==> config.mk <==
export PLATFORM = sky130hd
export DESIGN_NAME = serial_eq_comparator_flat
export DESIGN_NICKNAME = d
export VERILOG_FILES = /design/src/rtl/serial_eq_comparator_pkg.sv /design/src/rtl/serial_eq_comparator_if.sv /design/src/rtl/serial_eq_comparator_bit_cmp.sv /design/src/rtl/serial_eq_comparator.sv /design/src/flat_wrapper.sv
export SDC_FILE = /design/constraint.sdc
export NUM_CORES = 1
export LEC_CHECK = 0
export ABC_AREA = 1
export CORE_MARGIN = 2
export CORE_UTILIZATION = 30
export CTS_BUF_LIST = sky130_fd_sc_hd__clkbuf_4
export CTS_CLUSTER_DIAMETER = 120
export DETAILED_ROUTE_END_ITERATION = 6
export PLACE_DENSITY_LB_ADDON = 0.1
export SYNTH_ARGS = -nofsm -noshare
export SYNTH_HDL_FRONTEND = slang
export SYNTH_SLANG_ARGS = --single-unit
==> constraint.sdc <==
create_clock -name clk -period 1.53 [get_ports clk]
set_input_delay 0.306 -clock clk [delete_from_list [all_inputs] [get_ports clk]]
set_output_delay 0.306 -clock clk [all_outputs]
set_load 0.05 [all_outputs]
==> src/rtl/serial_eq_comparator_pkg.sv <==
// Shared types and sizing for the bit-serial equality comparator.
package serial_eq_comparator_pkg;

   localparam int WIDTH_DEF = 5;

   function automatic int idx_w(input int w);
      return (w > 1) ? $clog2(w) : 1;
   endfunction

   typedef enum logic [1:0] {
      IDLE  = 2'd0,
      SHIFT = 2'd1,
      DONE  = 2'd2
   } state_e;

endpackage

==> src/rtl/serial_eq_comparator_if.sv <==
// Request/result bundle between a requester (master) and the comparator (slave).
interface serial_eq_comparator_if
   import serial_eq_comparator_pkg::*;
#(
   parameter int WIDTH = WIDTH_DEF,
   parameter int IDX_W = idx_w(WIDTH)
);
   logic             start;
   logic [WIDTH-1:0] a_in;
   logic [WIDTH-1:0] b_in;
   logic             busy;
   logic             done;
   logic             eq;
   logic [IDX_W-1:0] first_diff;

   modport master (output start, a_in, b_in, input busy, done, eq, first_diff);
   modport slave  (input start, a_in, b_in, output busy, done, eq, first_diff);
endinterface

==> src/rtl/serial_eq_comparator_bit_cmp.sv <==
// Single-bit equality cell; the serial scan reuses it once per clock.
module serial_bit_cmp (
   input  logic a,
   input  logic b,
   output logic bit_eq
);
   assign bit_eq = ~(a ^ b);
endmodule

==> src/rtl/serial_eq_comparator.sv <==
// Bit-serial A==B compare, LSB first, fixed WIDTH+2 cycles per request.
// Reports equality and lowest mismatching index; starts while busy are dropped.
module serial_eq_comparator
   import serial_eq_comparator_pkg::*;
#(
   parameter int WIDTH = WIDTH_DEF,
   parameter int IDX_W = idx_w(WIDTH)
) (
   input  logic                  clk,
   input  logic                  rst_n,
   serial_eq_comparator_if.slave bus
);
   localparam logic [IDX_W-1:0] LAST = IDX_W'(WIDTH - 1);

   state_e           state_q, state_d;
   logic [WIDTH-1:0] sa_q, sa_d;
   logic [WIDTH-1:0] sb_q, sb_d;
   logic [IDX_W-1:0] cnt_q, cnt_d;
   logic [IDX_W-1:0] idx_q, idx_d;
   logic             acc_q, acc_d;
   logic             found_q, found_d;
   logic             eq_q, eq_d;
   logic [IDX_W-1:0] fd_q, fd_d;
   logic             done_q, done_d;
   logic             bit_eq;

   serial_bit_cmp u_bit_cmp (
      .a      (sa_q[0]),
      .b      (sb_q[0]),
      .bit_eq (bit_eq)
   );

   always_comb begin
      state_d = state_q;
      sa_d    = sa_q;
      sb_d    = sb_q;
      cnt_d   = cnt_q;
      idx_d   = idx_q;
      acc_d   = acc_q;
      found_d = found_q;
      eq_d    = eq_q;
      fd_d    = fd_q;
      done_d  = 1'b0;
      case (state_q)
         IDLE: begin
            if (bus.start) begin
               sa_d    = bus.a_in;
               sb_d    = bus.b_in;
               cnt_d   = '0;
               acc_d   = 1'b1;
               found_d = 1'b0;
               state_d = SHIFT;
            end
         end
         SHIFT: begin
            acc_d = acc_q & bit_eq;
            if (!bit_eq && !found_q) begin
               idx_d   = cnt_q;
               found_d = 1'b1;
            end
            sa_d = sa_q >> 1;
            sb_d = sb_q >> 1;
            // Counter parks on the last index so it never wraps.
            if (cnt_q == LAST) begin
               state_d = DONE;
            end else begin
               cnt_d = cnt_q + IDX_W'(1);
            end
         end
         DONE: begin
            done_d  = 1'b1;
            eq_d    = acc_q;
            fd_d    = acc_q ? '0 : idx_q;
            state_d = IDLE;
         end
         default: state_d = IDLE;
      endcase
   end

   always_ff @(posedge clk) begin
      if (!rst_n) begin
         state_q <= IDLE;
         sa_q    <= '0;
         sb_q    <= '0;
         cnt_q   <= '0;
         idx_q   <= '0;
         acc_q   <= 1'b0;
         found_q <= 1'b0;
         eq_q    <= 1'b0;
         fd_q    <= '0;
         done_q  <= 1'b0;
      end else begin
         state_q <= state_d;
         sa_q    <= sa_d;
         sb_q    <= sb_d;
         cnt_q   <= cnt_d;
         idx_q   <= idx_d;
         acc_q   <= acc_d;
         found_q <= found_d;
         eq_q    <= eq_d;
         fd_q    <= fd_d;
         done_q  <= done_d;
      end
   end

   // The done pulse is registered together with eq so it marks the result as valid.
   assign bus.busy       = (state_q != IDLE);
   assign bus.done       = done_q;
   assign bus.eq         = eq_q;
   assign bus.first_diff = fd_q;

endmodule

==> src/flat_wrapper.sv <==
// flat-port wrapper written by rule: the top's interface ports become plain ports
module serial_eq_comparator_flat import serial_eq_comparator_pkg::*;
#(
   parameter int WIDTH = WIDTH_DEF,
   parameter int IDX_W = idx_w(WIDTH)
)
  (clk, rst_n, bus_start, bus_a_in, bus_b_in, bus_busy, bus_done, bus_eq, bus_first_diff);
  serial_eq_comparator_if #(.WIDTH(WIDTH), .IDX_W(IDX_W)) bus_i ();
  input  logic clk;
  input  logic rst_n;
  input wire logic [$bits(bus_i.start)-1:0] bus_start;
  input wire logic [$bits(bus_i.a_in)-1:0] bus_a_in;
  input wire logic [$bits(bus_i.b_in)-1:0] bus_b_in;
  output wire logic [$bits(bus_i.busy)-1:0] bus_busy;
  output wire logic [$bits(bus_i.done)-1:0] bus_done;
  output wire logic [$bits(bus_i.eq)-1:0] bus_eq;
  output wire logic [$bits(bus_i.first_diff)-1:0] bus_first_diff;
  assign bus_i.start = bus_start;
  assign bus_i.a_in = bus_a_in;
  assign bus_i.b_in = bus_b_in;
  assign bus_busy = bus_i.busy;
  assign bus_done = bus_i.done;
  assign bus_eq = bus_i.eq;
  assign bus_first_diff = bus_i.first_diff;
  serial_eq_comparator #(.WIDTH(WIDTH), .IDX_W(IDX_W)) u_core (.clk(clk), .rst_n(rst_n), .bus(bus_i));
endmodule
Word-level counts from Yosys, hierarchy flattened

Index checks and enable logic that the tools add are counted.

Add/sub/neg operators: 1
Eq/ne operators: 7
Muxes and demuxes: 17
Bitwise gates (word level): 3
Reduce and logical (&&, ||, !) cells: 10

Operators with widths:

| kind                  | number |
|---|---|
| $pmux W5 S2           | 2 |
| $mux W5               | 2 |
| $mux W3               | 3 |
| $pmux W3 S2           | 1 |
| $reduce_and A2 Y1     | 3 |
| $reduce_and A3 Y1     | 2 |
| $mux W1               | 4 |
| $mux W2               | 2 |
| $ne A2 B1 Y1 const B  | 2 |
| $ne A2 B2 Y1 const B  | 2 |
| $pmux W1 S2           | 2 |
| $pmux W2 S2           | 1 |
| $reduce_bool A2 Y1    | 2 |
| $add A3 B1 Y3 const B | 1 |
| $eq A3 B3 Y1 const B  | 1 |
| $eq A2 B1 Y1 const B  | 1 |
| $eq A2 B2 Y1 const B  | 1 |
| $logic_not A2 Y1      | 1 |
| $and A1 B1 Y1         | 1 |
| $logic_and A1 B1 Y1   | 1 |
| $logic_not A1 Y1      | 1 |
| $not A1 Y1            | 1 |
| $xor A1 B1 Y1         | 1 |

Register bits after elaboration: 25
Bits of input ports: 13
Output and inout port bits: 6
Word-level logic and storage cells: 48

Depth between registers and ports, before layout

Word-level depth: 4
Gate-level depth with buffers: 8

Modules after synthesis

Synthesis repeated with hierarchy kept, for this count alone.

Cells, all modules: 157
Area total of the unflattened synthesis: 1114.8 um^2

Modules (own cells, without submodules):

| module               | times used | cells each | area each (um^2) | seq. area each (um^2) |
|---|---|---|---|---|
| serial_eq_comparator | 1          | 152        | 1096.1           | 500.5 |
| serial_bit_cmp       | 1          | 5          | 18.8             | 0.0 |

Worst setup path before layout

No wires, ideal clock.

Path kind: reg-to-output
Start: register u_core.state_q[0]
End: output bus_busy
Arrival time: 789 ps
Slack: 435 ps
Cell stages (with the launch flop): 3
Path through: dfxtp_1 nor2_1 inv_1

Cells in the longest elaborated chain, start to end: 1

RTL lines:

| what                   | RTL line                    | RTL |
|---|---|---|
| from (decl)            | serial_eq_comparator.sv:15  | `state_e state_q, state_d;` |
| from (signal assigned) | serial_eq_comparator.sv:93  | `state_q <= state_d;` |
| $reduce_bool A2 Y1     | serial_eq_comparator.sv:107 | `assign bus.busy = (state_q != IDLE);` |
| to (decl)              | flat_wrapper.sv:14          | `output wire logic [$bits(bus_i.busy)-1:0] bus_busy;` |

No other way between the ends.

Worst setup path after layout

Ends and elaborated chain as after synthesis.

==> results.cfg <==
[floorplanning]
start_util_pct = 31.3
io_pins = 19
num_rows = 22
die_w_um = 65.8
die_area_um2 = 4330
dieHeight_um = 65.8
core_area_um2 = 3660

[timing]
tightest_slew_ns = 0.295
min_period_over_period_pct = 92.9
fin_crit_ns = 1.42
rsz0062_at_grt = false
slew_violations = 0
max_freq_mhz = 704
skew_ns = 0.00988
layout_setup_ws_ns = 0.109
tns_ns = 0
hold_viol_final = 0
finalSetupViolations = 0
maxSlewHeadroom_pct = 80.3

[global_routing]
grt_max_degree = 19
grt_pass1_wl_um = 4050
grt_overflow_total = 0
grt_pass1_vias = 941
track_usage_pct = 12.2
antenna_found_initial = 0

[final_layout]
fillerInstances = 396
utilization_pct = 39.5
multi_input_area_um2 = 527
num_antenna_cells = 0
drive_above_1_share_pct = 17.1
final_nets = 197
stdcell_area_um2 = 1450
register_area_um2 = 500
final_cells = 229
syn_to_final_growth_pct = 26.2

[drt]
drc = 0
drtPass1Iterations = 5
wirelength_um = 2320
drt-initial-drc-count = 39
vias = 1003
ant_nets = 0
vias_per_cell = 4.38
post_drt_wl_per_cell_um = 10.1

[yosys]
synth.avg_cell_area_um2 = 7.17
syn-num-nets = 175
synth-seq-area-share_pct = 43.6
yosysTopAreaCell = dfxtp_1
synth.area.top_cells = dfxtp_1 (44%), nand2_1 (15%), a21oi_1 (8.3%)
async_flop_share_pct = 0
netlist_instances = 160
synth_ff_type = dfxtp_1
ys.warnings.count = 0
synth_seq_cells = 25
synthesis.area_um2 = 1150
synth-edff-count = 0
yosysTopAreaCellShare_pct = 43.6
yosys.cell_types.count = 18
synth_most_common_cell = nand2_1
synthTopCellsByCount = nand2_1 (45), dfxtp_1 (25), a21oi_1 (19)

[place]
portBuffers = 18
placed_cells = 225
place_ws_ns = 0.0832
dp_hpwl_um = 1700
dpl_cell_area_um2 = 1420
gp_congestion = 0.791

[clock_tree]
ctsHoldBuffers = 0
cts.path.max_buffers = 2
htree_levels = 1
cts_made_buffers = 3
postCtsSetupBuffers = 0
clock_sinks = 25
clock_latency_ns = 0.32
cts_tree = done
cts_resized = 0
clkTransAtPathRegs_ns = 0.14
cts_root_buf = clkbuf_4

[setup_path]
critical_path_class = reg -> out
critPathArrivalTime_ns = 1.12
reg2reg_depth = 6
startpoint_type = flip-flop
crit_fanout = 4
crit_required_ns = 1.22
endpoint_kind = output pin

[run_status]
outcome = finished clean

[worst_hold_path]
hold_path_depth = 2
hold_path.class = reg -> reg

[flow_run]
cap_violations = 0

[power]
power.leakage_nw = 0.643
ir_drop_v = 0.000536
powerDensity_nw_per_um2 = 834
area by class of cell:
cell class              count  area share [%]
clock inverters             1           0.346
repair buffers             22            17.8
flip-flops and latches     25            34.6
clock buffers               3            1.56
multi-input cells         110            36.4
inverters                  20            5.19
well taps                  48            4.15
worst max-delay path, cell delays in order, from the launching register on:
cell and delay, ns:
dfxtp_1 0.46, nor2_1 0.09, inv_1 0.10, buf_12 0.14
power breakdown:
group	total [mW]	switching, mW	internal (mW)
clock	0.297	0.199	0.0979
sequential	0.709	0.0229	0.687
combinational	0.201	0.111	0.0891
stage by stage:
| step | hold WS, ns | total power, mW |
|---|---|---|
| after CTS | 0.458 | 1.23 |
| after global routing | 0.475 | 1.29 |
| final | 0.453 | 1.21 |
| after global placement | 0.454 | 0.922 |
| after detailed placement | 0.451 | 0.926 |
| after floorplan | 0.439 | 0.859 |
per-layer routing:
| metal | part of all wire (%) | track usage, % | up-vias |
|---|---|---|---|
| met3 | 4.9 | 3.58 | 2 |
| met1 | 46 | 14.6 | 441 |
| met2 | 49 | 21.5 | 22 |
| met4 | 0.82 | 2.34 | 0 |
| met5 | 0 | 0 | - |
| li1 | - | - | 538 |
worst paths after layout:
kind                     start                  endpoint  slack, ns
max          u_core.state_q[0]                  bus_busy       0.11
min            u_core.idx_q[1]  u_core.bus.first_diff[1]       0.45
max reg2reg  u_core.state_q[1]           u_core.cnt_q[1]       0.18
min reg2reg    u_core.idx_q[1]  u_core.bus.first_diff[1]       0.45
cell families (layout without fill, tap and decap cells):
kind of cell	Yosys count	in the layout	synth area share (%)
AND/OR/NAND/NOR	81	81	32.0
AO/OA/AOI/OAI	27	27	11.8
flip-flops	25	25	43.6
buffers and inverters	25	46	10.5
adder cells (fa/ha/maj)	2	2	2.18
sequential cells by signal, indices dropped and copies added (netlist names):
name	cells
u_core.acc_q	1
u_core.bus.done	1
u_core.bus.eq	1
u_core.bus.first_diff	3
u_core.cnt_q	3
u_core.found_q	1
u_core.idx_q	3
u_core.sa_q	5
u_core.sb_q	5
u_core.state_q	2
cell usage in the layout, fill, tap and decap left out:
cell type,count
nor2_1,12
clkinv_2,1
nand3_1,8
buf_4,5
o21ai_1,2
nand2_2,9
nor3_1,2
dfxtp_1,25
inv_1,17
nor2_2,2
clkdlybuf4s50_1,12
clkbuf_4,3
nand2_1,45
inv_2,3
a21oi_1,19
buf_12,5
nor2_4,1
o21ai_0,6
nand2_4,2
ha_1,2
(Power assumes the default switching activity.)
